File: src/rtl/mc_ctrl_seq.sv
// Multicycle control sequencer: FETCH/DECODE/EXEC/MEM/WB with ready handshake,
// memory watchdog and sticky halt/illegal/bus-error status.
module mc_ctrl_seq #(
    parameter int unsigned MEM_WAIT_MAX = 15
) (
    input  logic       clk,
    input  logic       rst,
    input  logic [3:0] opcode,
    input  logic       zero,
    input  logic       mem_ready,
    output logic [2:0] state,
    output logic       ir_en,
    output logic       pc_en,
    output logic       ab_en,
    output logic       aluout_en,
    output logic       mdr_en,
    output logic       rf_we,
    output logic       mem_req,
    output logic       mem_we,
    output logic       iord,
    output logic       alu_srca,
    output logic [1:0] alu_srcb,
    output logic [1:0] alu_op,
    output logic [1:0] pc_src,
    output logic [1:0] wb_sel,
    output logic       halted,
    output logic       illegal,
    output logic       bus_err
);

    localparam logic [2:0] S_FETCH  = 3'd0;
    localparam logic [2:0] S_DECODE = 3'd1;
    localparam logic [2:0] S_EXEC   = 3'd2;
    localparam logic [2:0] S_MEM    = 3'd3;
    localparam logic [2:0] S_WB     = 3'd4;
    localparam logic [2:0] S_HALT   = 3'd5;

    localparam logic [3:0] OP_R     = 4'b0000;
    localparam logic [3:0] OP_I     = 4'b0001;
    localparam logic [3:0] OP_LOAD  = 4'b0010;
    localparam logic [3:0] OP_STORE = 4'b0011;
    localparam logic [3:0] OP_BEQ   = 4'b0100;
    localparam logic [3:0] OP_JAL   = 4'b0101;
    localparam logic [3:0] OP_HALT  = 4'b1111;

    localparam logic [7:0] WAIT_MAX = 8'(MEM_WAIT_MAX);

    logic [2:0] state_q, state_d;
    logic [7:0] wcnt_q, wcnt_d;
    logic       halted_q, halted_d;
    logic       illegal_q, illegal_d;
    logic       bus_err_q, bus_err_d;

    logic ir_c, pc_c, ab_c, ao_c, mdr_c, rf_c, mwe_c;
    logic mem_phase, timeout, op_legal;

    assign mem_phase = (state_q == S_FETCH) || (state_q == S_MEM);
    assign timeout   = mem_phase && !mem_ready && (WAIT_MAX != 8'd0)
                       && (wcnt_q == WAIT_MAX);
    assign op_legal  = (opcode inside {OP_R, OP_I, OP_LOAD, OP_STORE,
                                       OP_BEQ, OP_JAL, OP_HALT});

    always_comb begin
        state_d   = state_q;
        halted_d  = halted_q;
        illegal_d = illegal_q;
        bus_err_d = bus_err_q;
        ir_c      = 1'b0;
        pc_c      = 1'b0;
        ab_c      = 1'b0;
        ao_c      = 1'b0;
        mdr_c     = 1'b0;
        rf_c      = 1'b0;
        mwe_c     = 1'b0;
        mem_req   = 1'b0;
        iord      = 1'b0;
        alu_srca  = 1'b0;
        alu_srcb  = 2'b00;
        alu_op    = 2'b00;
        pc_src    = 2'b00;
        wb_sel    = 2'b00;
        unique case (state_q)
            S_FETCH: begin
                mem_req = 1'b1;
                if (mem_ready) begin
                    ir_c     = 1'b1;
                    pc_c     = 1'b1;
                    alu_srcb = 2'b01;
                    state_d  = S_DECODE;
                end else if (timeout) begin
                    state_d   = S_HALT;
                    halted_d  = 1'b1;
                    bus_err_d = 1'b1;
                end
            end
            S_DECODE: begin
                // branch target is precomputed into ALUOut here
                ab_c     = 1'b1;
                ao_c     = 1'b1;
                alu_srcb = 2'b10;
                if (opcode == OP_HALT) begin
                    state_d  = S_HALT;
                    halted_d = 1'b1;
                end else if (!op_legal) begin
                    state_d   = S_HALT;
                    halted_d  = 1'b1;
                    illegal_d = 1'b1;
                end else begin
                    state_d = S_EXEC;
                end
            end
            S_EXEC: begin
                unique case (opcode)
                    OP_R, OP_I: begin
                        alu_srca = 1'b1;
                        alu_srcb = (opcode == OP_I) ? 2'b10 : 2'b00;
                        alu_op   = 2'b10;
                        ao_c     = 1'b1;
                        state_d  = S_WB;
                    end
                    OP_LOAD, OP_STORE: begin
                        alu_srca = 1'b1;
                        alu_srcb = 2'b10;
                        ao_c     = 1'b1;
                        state_d  = S_MEM;
                    end
                    OP_BEQ: begin
                        alu_srca = 1'b1;
                        alu_op   = 2'b01;
                        pc_src   = 2'b01;
                        pc_c     = zero;
                        state_d  = S_FETCH;
                    end
                    OP_JAL: begin
                        pc_c    = 1'b1;
                        pc_src  = 2'b10;
                        rf_c    = 1'b1;
                        wb_sel  = 2'b10;
                        state_d = S_FETCH;
                    end
                    default: state_d = S_FETCH;
                endcase
            end
            S_MEM: begin
                mem_req = 1'b1;
                iord    = 1'b1;
                mwe_c   = (opcode == OP_STORE);
                if (mem_ready) begin
                    if (opcode == OP_STORE) begin
                        state_d = S_FETCH;
                    end else begin
                        mdr_c   = 1'b1;
                        state_d = S_WB;
                    end
                end else if (timeout) begin
                    state_d   = S_HALT;
                    halted_d  = 1'b1;
                    bus_err_d = 1'b1;
                end
            end
            S_WB: begin
                rf_c    = 1'b1;
                wb_sel  = (opcode == OP_LOAD) ? 2'b01 : 2'b00;
                state_d = S_FETCH;
            end
            S_HALT: state_d = S_HALT;
            default: state_d = S_FETCH;
        endcase
    end

    always_comb begin
        if (state_d != state_q) begin
            wcnt_d = 8'd0;
        end else if (mem_phase && !mem_ready) begin
            wcnt_d = wcnt_q + 8'd1;
        end else begin
            wcnt_d = wcnt_q;
        end
    end

    always_ff @(posedge clk or posedge rst) begin
        if (rst) begin
            state_q   <= S_FETCH;
            wcnt_q    <= 8'd0;
            halted_q  <= 1'b0;
            illegal_q <= 1'b0;
            bus_err_q <= 1'b0;
        end else begin
            state_q   <= state_d;
            wcnt_q    <= wcnt_d;
            halted_q  <= halted_d;
            illegal_q <= illegal_d;
            bus_err_q <= bus_err_d;
        end
    end

    // reset aborts the instruction: no enable may leak out while it is held
    assign ir_en     = ir_c  & ~rst;
    assign pc_en     = pc_c  & ~rst;
    assign ab_en     = ab_c  & ~rst;
    assign aluout_en = ao_c  & ~rst;
    assign mdr_en    = mdr_c & ~rst;
    assign rf_we     = rf_c  & ~rst;
    assign mem_we    = mwe_c & ~rst;

    assign state   = state_q;
    assign halted  = halted_q;
    assign illegal = illegal_q;
    assign bus_err = bus_err_q;

endmodule
File: config.mk
export PLATFORM = sky130hd
export DESIGN_NAME = mc_ctrl_seq
export DESIGN_NICKNAME = d
export VERILOG_FILES = /design/src/rtl/mc_ctrl_seq.sv
export SDC_FILE = /design/constraint.sdc
export NUM_CORES = 1
export LEC_CHECK = 0
export BUFFER_PORTS_ARGS = -buffer_cell sky130_fd_sc_hd__buf_2
export CORE_UTILIZATION = 49
export DETAILED_ROUTE_END_ITERATION = 6
export HOLD_SLACK_MARGIN = 0.05
export PLACE_DENSITY_LB_ADDON = 0.1
export SKIP_LAST_GASP = 1
export SLEW_MARGIN = 25
export SYNTH_ARGS = -nofsm -noshare
export SYNTH_HDL_FRONTEND = slang
export SYNTH_SLANG_ARGS = --single-unit
File: constraint.sdc
create_clock -name clk -period 2 [get_ports clk]
set_input_delay 0.1 -clock clk [delete_from_list [all_inputs] [get_ports clk]]
set_output_delay 0.1 -clock clk [all_outputs]
set_load 0.005 [all_outputs]
==> flow_summary.json, run 1 <==
{
  "peakVddDrop_mv": 0.7676,
  "cp-start-kind": "flop",
  "core_sq_mm": 0.001783,
  "cap_violations": 0,
  "synth_area_sq_um": 954.7,
  "htree_levels": 1,
  "globalplace.congestion": 0.8924,
  "start_util_pct": 53.54,
  "syn_area_per_cell_sq_um": 8.090,
  "grt_util_all_layers_pct": 23.10,
  "power_leakage_nw": 0.6184,
  "port_buffers": 31,
  "antenna_found_initial": 0,
  "setup_slack_ns": 0.07213,
  "drc": 0,
  "synth_cell_types": 37,
  "die_y_microns": 46.14,
  "grt_pass1_wl_microns": 3456,
  "synth_area_leaders": "dfrtp_1 (37%), nor2_1 (5.9%), xor2_1 (5.5%), nand2_1 (4.7%), a21oi_1 (4.2%)",
  "root_buffer": "clkbuf_4",
  "clock_latency_ns": 0.28,
  "cts_buffers": 3,
  "synth_cells": 118,
  "synth_largest_area_cell": "dfrtp_1",
  "finalCriticalPeriod_ns": 1.928,
  "num_rows": 15,
  "status": "completed",
  "whs_ns": 0.1290,
  "antenna_left": 0,
  "final.fill_count": 158,
  "io_pins": 32,
  "use_met1_pct": 35.37,
  "cts_tree": "yes",
  "diodes": 0,
  "place_ws_ns": 0.1779,
  "grt_start_max_net_pins": 19,
  "ys_warn_count": 0,
  "max_slew_margin_pct": 63.33,
  "final_layout_size_suffix_gt1_share_pct": 30.00,
  "synthesis.nets": 127,
  "drt_iter0_markers": 16,
  "tightest_slew_ns": 0.5494,
  "rsz0062_at_grt": "true",
  "hold_path.class": "input pin to flop",
  "area_growth_pct": 25.82,
  "die_x_microns": 46.14,
  "first_global_vias": 752,
  "worstPathMaxFanout": 4,
  "clock-sinks": 14,
  "use_met2_pct": 32.11,
  "clk_pin_slew_ns": 0.08,
  "setup_violations": 0,
  "arrival_ns": 1.83,
  "yosysTopAreaCellShare_pct": 36.70,
  "cts_setup_buffers": 0,
  "firstDrtPassIters": 4,
  "critPathKind": "flop to primary output",
  "fmax_mhz": 518.7,
  "die_area_sq_mm": 0.002129,
  "seq_area_frac_synth_pct": 36.70,
  "drv_slew": 0,
  "fin_nets": 160,
  "top_usage_layer": "met1",
  "wl_microns": 2253,
  "place_hpwl_microns": 1665,
  "fin_skew_ns": 0.002221,
  "ys_ff_latch": 14,
  "grt_remaining_overflow": 0,
  "period_share_pct": 96.39,
  "hold_viol": 0,
  "cts_buffer_depth": 2,
  "crit_required_ns": 1.90,
  "vias": 950,
  "vias_per_cell": 5.429,
  "worstSetupEndpointType": "primary output",
  "use_met3_pct": 5.882,
  "post_drt_wl_per_cell_microns": 12.87,
  "power_density_mw_per_mm2": 969.7
}
## stage by stage
stage / utilization, % / power [W] / setup TNS [ns] / std cells / instance area (sq um)
2_1_floorplan: - / 0.0007636 / 0 / 118 / 954.7
3_3_place_gp: 63.23 / 0.0009293 / 0 / 170 / 1127
3_5_place_dp: 63.23 / 0.0009410 / 0 / 170 / 1127
4_1_cts: 66.18 / 0.001154 / 0 / 175 / 1180
5_1_grt: 67.37 / 0.001251 / -0.009813 / 175 / 1201
6_report: 67.37 / 0.001165 / 0 / 175 / 1201
## area by class of cell
| cell class | count | area [sq um] | area share (%) |
|---|---|---|---|
| inverter | 7 | 26.28 | 2.188 |
| multi-input combinational | 90 | 569.3 | 47.40 |
| clock buffer | 4 | 36.28 | 3.021 |
| sequential | 14 | 350.3 | 29.17 |
| tap | 25 | 31.28 | 2.604 |
| timing repair buffer | 35 | 187.7 | 15.63 |
## cell usage in the layout (no fill, tap or decap), drive strengths merged, types with 2 or more instances in the layout
cell / instances
nand2b: 2
dfrtp: 14
xnor2: 2
and3: 3
or2: 2
xor2: 6
mux2i: 2
buf: 34
nor3: 8
a21o: 3
inv: 7
nor2: 15
nor2b: 3
nand2: 12
a21oi: 8
nor4: 2
clkbuf: 4
o21ai: 2
nand4: 5
## worst paths after layout
| kind | from | endpoint | slack (ns) | depth (start not counted) |
|---|---|---|---|---|
| max in group asynchronous | rst | illegal | 1.16 | 3 |
| min | opcode[3] | state[1] | 0.13 | 2 |
| max | state[2] | pc_en | 0.07 | 5 |
| min reg2reg | illegal | illegal | 0.46 | 1 |
| max reg2reg | wcnt_q[0] | wcnt_q[0] | 0.19 | 6 |
| min in group asynchronous | rst | wcnt_q[7] | 0.47 | 3 |
## flip-flops by register name (all words and copies together), names as in the netlist
| signal | flops |
|---|---|
| wcnt_q | 8 |
| halted | 1 |
| bus_err | 1 |
| state | 3 |
| illegal | 1 |
## metal layers
layer  share of wire [%]  wire [microns]  up-vias
li1                    -               -      476
met1                  50            1128      437
met2                  43             975       35
met3                 6.2             140        2
met4                0.44              10        0
met5                   0               0        -
## Yosys cell counts
| cell type | count |
|---|---|
| a2111oi_0 | 1 |
| a211oi_2 | 1 |
| a21boi_0 | 1 |
| a21o_1 | 3 |
| a21oi_1 | 8 |
| a221o_1 | 1 |
| a22oi_1 | 1 |
| and2_1 | 1 |
| and3_1 | 3 |
| and3b_1 | 1 |
| buf_1 | 1 |
| buf_2 | 2 |
| buf_4 | 2 |
| clkbuf_1 | 2 |
| dfrtp_1 | 14 |
| ha_1 | 1 |
| inv_1 | 7 |
| mux2i_1 | 2 |
| nand2_1 | 12 |
| nand2b_1 | 2 |
| nand3b_1 | 1 |
| nand4_1 | 5 |
| nor2_1 | 15 |
| nor2b_1 | 3 |
| nor3_1 | 8 |
| nor4_1 | 2 |
| nor4b_1 | 1 |
| o2111ai_1 | 1 |
| o211ai_1 | 1 |
| o21ai_0 | 2 |
| o22ai_1 | 1 |
| o31ai_1 | 1 |
| or2_1 | 1 |
| or2_2 | 1 |
| or3b_4 | 1 |
| xnor2_1 | 2 |
| xor2_1 | 6 |
## kinds of logic (layout without fill, tap and decap cells)
| kind of cell | Yosys count | count (layout) | share of synthesized area [%] |
|---|---|---|---|
| AND/OR/NAND/NOR | 57 | 57 | 30.41 |
| AO/OA/AOI/OAI | 22 | 22 | 15.60 |
| flip-flops | 14 | 14 | 36.70 |
| buffers and inverters | 14 | 46 | 6.553 |
| XOR/XNOR | 8 | 8 | 7.340 |
| multiplexers | 2 | 2 | 2.097 |
| adder cells (fa/ha/maj) | 1 | 1 | 1.310 |
## worst max-delay path, stage by stage, from the launching register on
cell       delay (ns)
dfrtp_1          0.42
nor4b_4          0.30
and3b_2          0.26
o21ai_1          0.07
a2111oi_1        0.32
buf_2            0.18
## report_power, final
part | internal, W | total [W] | leakage (nW) | switching [W]
registers | 0.000314 | 0.000346 | 0.182 | 0.0000323
logic | 0.000256 | 0.000618 | 0.416 | 0.000362
clock network | 0.000111 | 0.000201 | 0.0210 | 0.0000898
total | 0.000680 | 0.00116 | 0.618 | 0.000484
## what timing repair did
item / CTS / global route
hold buffers: 1 / 0
endpoints found under the setup margin: 1 / 7
resized for setup: 1 / 6
gates cloned: 0 / 0
pin swaps: 0 / 3
hold endpoints to repair: 14 / 0
Power figures use the tool's default switching activity.
==> run 2: changes to the inputs <==
Settings changed: REMOVE_ABC_BUFFERS set to 1, SLEW_MARGIN 25 to not set.
==> flow_summary.json, run 2 (synthesis results as in run 1) <==
{
  "drt_iter0_markers": 30,
  "critPathKind": "flop to primary output",
  "finalSetupTns_ns": 0,
  "final.fill_count": 155,
  "grt_util_all_layers_pct": 24.14,
  "drc": 0,
  "final_cells": 174,
  "clk_pin_slew_ns": 0.08,
  "tightest_slew_ns": 0.5330,
  "htree_levels": 1,
  "crit_slowest_cell": "dfrtp_1",
  "fin_skew_ns": 0.01077,
  "fin_nets": 160,
  "multiInputGateArea_sq_um": 574.3,
  "area_growth_pct": 24.90,
  "port_buffers": 31,
  "power_leakage_nw": 0.6119,
  "max_slew_margin_pct": 64.43,
  "path_cells": "nor4b_4 > and3b_2 > o21ai_1 > a2111oi_2 > buf_2",
  "antenna_found_initial": 0,
  "setup_slack_ns": 0.03365,
  "whs_ns": 0.1597,
  "largest_register_ffs": 8,
  "cts_tree": "yes",
  "peakVddDrop_mv": 0.5798,
  "finalCriticalPeriod_ns": 1.966,
  "setup_violations": 0,
  "core_sq_mm": 0.001783,
  "num_rows": 15,
  "cp-start-kind": "flop",
  "cts_buffer_depth": 2,
  "hold_path.class": "input pin to flop",
  "wl_microns": 2388,
  "die_x_microns": 46.14,
  "post_drt_wl_per_cell_microns": 13.72,
  "firstDrtPassIters": 4,
  "diodes": 0,
  "vias_per_cell": 5.615,
  "cp.depth": 5,
  "path_buf_inv": 1,
  "first_global_vias": 786,
  "io_pins": 32,
  "antenna_left": 0,
  "cts_buffers": 3,
  "worstSetupEndpointType": "primary output",
  "clock-sinks": 14,
  "layout_commonest_cell": "buf_2",
  "regMostFlops": "wcnt_q",
  "regArea_sq_um": 350.3,
  "grt_pass1_wl_microns": 3560,
  "cpLargestDelayFamily": "simple AND/OR/NAND/NOR gates",
  "status": "completed",
  "clock_latency_ns": 0.28,
  "vias": 977,
  "worstPathMaxFanout": 4,
  "die_y_microns": 46.14,
  "root_buffer": "clkbuf_4",
  "power_density_mw_per_mm2": 949.2,
  "arrival_ns": 1.87,
  "period_share_pct": 98.32,
  "slowest_delay_ns": 0.43,
  "hold_viol": 0,
  "start_util_pct": 53.54,
  "die_area_sq_mm": 0.002129,
  "fmax_mhz": 508.6,
  "crit_required_ns": 1.90,
  "place_hpwl_microns": 1691,
  "place_ws_ns": 0.1435,
  "worstRegToRegCells": 5,
  "globalplace.congestion": 0.8798,
  "final_cell_mix": "buf_2 (31), nor2_1 (15), dfrtp_1 (14), nand2_1 (12), nor3_1 (8)",
  "drv_slew": 0,
  "cap_violations": 0,
  "worstHoldPathCells": 2,
  "fin_util_pct": 66.88,
  "grt_start_max_net_pins": 19,
  "grt_remaining_overflow": 0,
  "final_layout_size_suffix_gt1_share_pct": 30.20,
  "dp.cells": 170
}
## run 2: changes by cell type in the layout (fill, tap and decap cells not counted), sizes merged
| cell | delta |
|---|---|
| clkbuf | -1 |
## run 2: layout make-up
type	instances	share of cell area, %
sequential	14	29.38
tap	25	2.623
multi-input combinational	90	48.16
clock buffer	3	1.889
timing repair buffer	35	15.74
inverter	7	2.204
## run 2: per-stage QoR
step                cell area [sq um]   power, W
finish                           1192   0.001132
global route                     1192   0.001214
CTS                              1167   0.001108
detailed placement               1127  0.0009407
global placement                 1127  0.0009351
floorplan                       918.4  0.0007230
## run 2: worst register-to-register path, delay by kind of cell (launching register included)
family,cells,cell delay (ns)
simple gates,2,0.44
compound gates,2,0.64
flops,1,0.43
buf+inv,1,0.22
## run 2: final timing paths
kind / from / end / slack, ns
hold / removal: opcode[3] / state[1] / 0.16
min in group asynchronous: rst / wcnt_q[4] / 0.47
setup reg to reg: state[2] / wcnt_q[0] / 0.14
max in group asynchronous: rst / wcnt_q[1] / 1.17
setup / recovery: state[2] / pc_en / 0.03
hold reg to reg: illegal / illegal / 0.45
## run 2: routing by layer
metal  global-route usage (%)  share of wire [%]  vias up
met5                        0                  0        -
met4                    11.76                2.1        0
met3                    7.059                6.2        8
met2                    33.80                 45       42
met1                    33.58                 47      449
li1                         -                  -      478
## run 2: power by group
part           internal [W]  switching, W  leakage [nW]
combinational      0.000257      0.000373         0.417
clock             0.0000699     0.0000852        0.0138
sequential         0.000314     0.0000328         0.182
## run 2: repair_timing
item                                   4_1_cts  5_1_grt
endpoints found under the hold margin       14        0
setup buffers                                0        0
gates resized for setup                      2        6
hold buffers                                 1        0
setup endpoints to repair                    1        2
pin swaps                                    0        3
==> run 3: changes to the inputs <==
Settings changed: ABC_AREA set to 1.
==> flow_summary.json, run 3 <==
{
  "layout_commonest_cell": "nand2_1",
  "final_cell_mix": "nand2_1 (35), nor2_1 (32), buf_2 (31), inv_1 (21), dfrtp_1 (14)",
  "clock-sinks": 14,
  "worstHoldPathCells": 3,
  "synth_edf_count": 0,
  "clock_latency_ns": 0.28,
  "netlist_top_cells_count": "nand2_1 (35), nor2_1 (32), inv_1 (21)",
  "synthArstFlopShare_pct": 100.0,
  "synth_largest_area_cell": "dfrtp_1",
  "grt_remaining_overflow": 0,
  "io_pins": 32,
  "grt_util_all_layers_pct": 23.59,
  "regMostFlops": "wcnt_q",
  "ys_ff_latch": 14,
  "hold_viol": 0,
  "setup_slack_ns": 0.3194,
  "cts_buffer_depth": 2,
  "setup_violations": 0,
  "rsz0062_at_grt": "false",
  "fin_nets": 193,
  "die_y_microns": 46.86,
  "largest_register_ffs": 8,
  "critPathKind": "flop to primary output",
  "finalCriticalPeriod_ns": 1.681,
  "peakVddDrop_mv": 0.5548,
  "max_slew_margin_pct": 64.00,
  "final_layout_size_suffix_gt1_share_pct": 27.47,
  "seq_area_frac_synth_pct": 35.53,
  "synth_top_flop_cell": "dfrtp_1",
  "place_ws_ns": 0.3713,
  "vias": 1043,
  "power_leakage_nw": 0.7016,
  "hp-start": "opcode[3]",
  "rr_startpoint": "state[0]",
  "cts_buffers": 3,
  "yosysTopAreaCellShare_pct": 35.53,
  "cap_violations": 0,
  "num_rows": 15,
  "syn_area_per_cell_sq_um": 6.662,
  "diodes": 0,
  "worstRegToRegCells": 11,
  "yosysMostFrequentCell": "nand2_1",
  "switching_share_pct": 47.98,
  "grt_start_max_net_pins": 15,
  "hold_path_end": "illegal",
  "p_comb_share_pct": 54.3,
  "ys_warn_count": 0,
  "arrival_ns": 1.58,
  "intPower_w": 0.0006157,
  "grt_pass1_wl_microns": 3601,
  "r2r-end": "wcnt_q[6]",
  "crit_required_ns": 1.90,
  "fin_area_sq_mm": 0.001201,
  "htree_levels": 1,
  "tightest_slew_ns": 0.5393,
  "area_growth_pct": 21.83,
  "placed_area_sq_mm": 0.001169,
  "synth_area_leaders": "dfrtp_1 (36%), nand2_1 (13%), nor2_1 (12%), inv_1 (8.0%), nand3_1 (4.6%)",
  "start_util_pct": 54.72,
  "drc": 0,
  "clk_pin_slew_ns": 0.07,
  "hold_path.class": "input pin to flop",
  "cts_tree": "yes",
  "firstDrtPassIters": 4,
  "synth_cell_types": 24,
  "die_x_microns": 46.86,
  "pwr-share-clk_pct": 13.0,
  "fmax_mhz": 595.0,
  "core_sq_mm": 0.001802,
  "post_drt_wl_per_cell_microns": 11.15,
  "period_share_pct": 84.03,
  "antenna_found_initial": 0,
  "seq_power_share_pct": 32.8,
  "cp-start-kind": "flop",
  "drv_slew": 0,
  "finalSetupTns_ns": 0,
  "worstSetupEndpointType": "primary output",
  "drt_iter0_markers": 38,
  "worstPathMaxFanout": 7,
  "synth_cells": 148,
  "synth_area_sq_um": 985.9,
  "die_area_sq_mm": 0.002195,
  "antenna_left": 0,
  "power.total_w": 0.001184,
  "cts_resized": 0,
  "vias_per_cell": 5.039,
  "first_global_vias": 832,
  "fin_skew_ns": 0.0002712,
  "place_hpwl_microns": 1869,
  "power_density_mw_per_mm2": 985.3,
  "port_buffers": 31,
  "wl_microns": 2309,
  "root_buffer": "clkbuf_4",
  "regToRegSetupSlack_ns": 0.33,
  "status": "completed",
  "p_sw_w": 0.0005679,
  "globalplace.congestion": 0.8873
}
run 3: cell count changes in the layout (fill, tap and decap cells not counted), moves of 5 or more:
| cell | previous run | this run |
|---|---|---|
| a21oi_1 | 7 | 2 |
| inv_1 | 7 | 21 |
| nand2_1 | 12 | 35 |
| nand3_1 | 0 | 9 |
| nor2_1 | 15 | 32 |
run 3: how the worst max path moves through the flow:
stage | start | slack [ns] | to
2_1_floorplan | state[2] | 0.54 | wcnt_q[5]
3_3_place_gp | state[0] | 0.38 | wcnt_q[6]
3_5_place_dp | state[0] | 0.37 | wcnt_q[6]
4_1_cts | state[2] | 0.32 | pc_en
5_1_grt | state[2] | 0.14 | pc_en
6_report | state[2] | 0.32 | pc_en
run 3: power by group through the flow:
stage,Sequential (W),Combinational [W],Clock [W]
finish,0.000388,0.000642,0.000153
global route,0.000398,0.000717,0.000171
CTS,0.000386,0.000642,0.000158
detailed placement,0.000392,0.000637,0
global placement,0.000390,0.000623,0
floorplan,0.000383,0.000450,0
run 3: per-layer routing:
metal  track usage, %  part of all wire, %  wire length (microns)  up-vias
li1                 -                    -                      -      525
met4            6.857                 0.56                     13        0
met1            31.60                   48                   1106      487
met5                0                    0                      0        -
met3            5.769                  4.9                    114        2
met2            37.78                   47                   1074       29
run 3: cells by family after synthesis:
| logic type | share of synthesized area [%] |
|---|---|
| buffers and inverters | 9.137 |
| xor gates and xnor gates | 3.554 |
| AOI/OAI and AO/OA | 5.965 |
| DFF | 35.53 |
| and+or+nand+nor | 44.54 |
| adders and majority gates | 1.269 |
run 3: worst max-delay path, stage by stage (launching register included):
cell and delay, ns:
dfrtp_1 0.44, inv_2 0.12, nand2_1 0.05, nor2_1 0.16, nand3_1 0.15, inv_1 0.11, a211oi_1 0.07, nor2_1 0.08
buf_2 0.11
run 3: per-stage QoR:
step	util [%]	hold slack [ns]	instances
2_1_floorplan	-	-0.01078	147
3_3_place_gp	64.86	0.2336	203
3_5_place_dp	64.86	0.2387	203
4_1_cts	66.67	0.1424	207
5_1_grt	66.67	0.1639	207
6_report	66.67	0.1481	207
run 3: cell type report:
| cell class | instances | area (sq um) |
|---|---|---|
| Fill cell | 177 | 600.6 |
| Multi-Input combinational cell | 110 | 545.5 |
| Sequential cell | 14 | 350.3 |
| Timing Repair Buffer | 32 | 165.2 |
| Inverter | 23 | 86.33 |
| Tap cell | 25 | 31.28 |
| Clock buffer | 3 | 22.52 |
run 3: repair_timing:
action | CTS | global route
hold buffers | 1 | 0
buffers inserted | 0 | 0
endpoints found under the hold margin | 14 | 0
endpoints found under the setup margin | 0 | 0
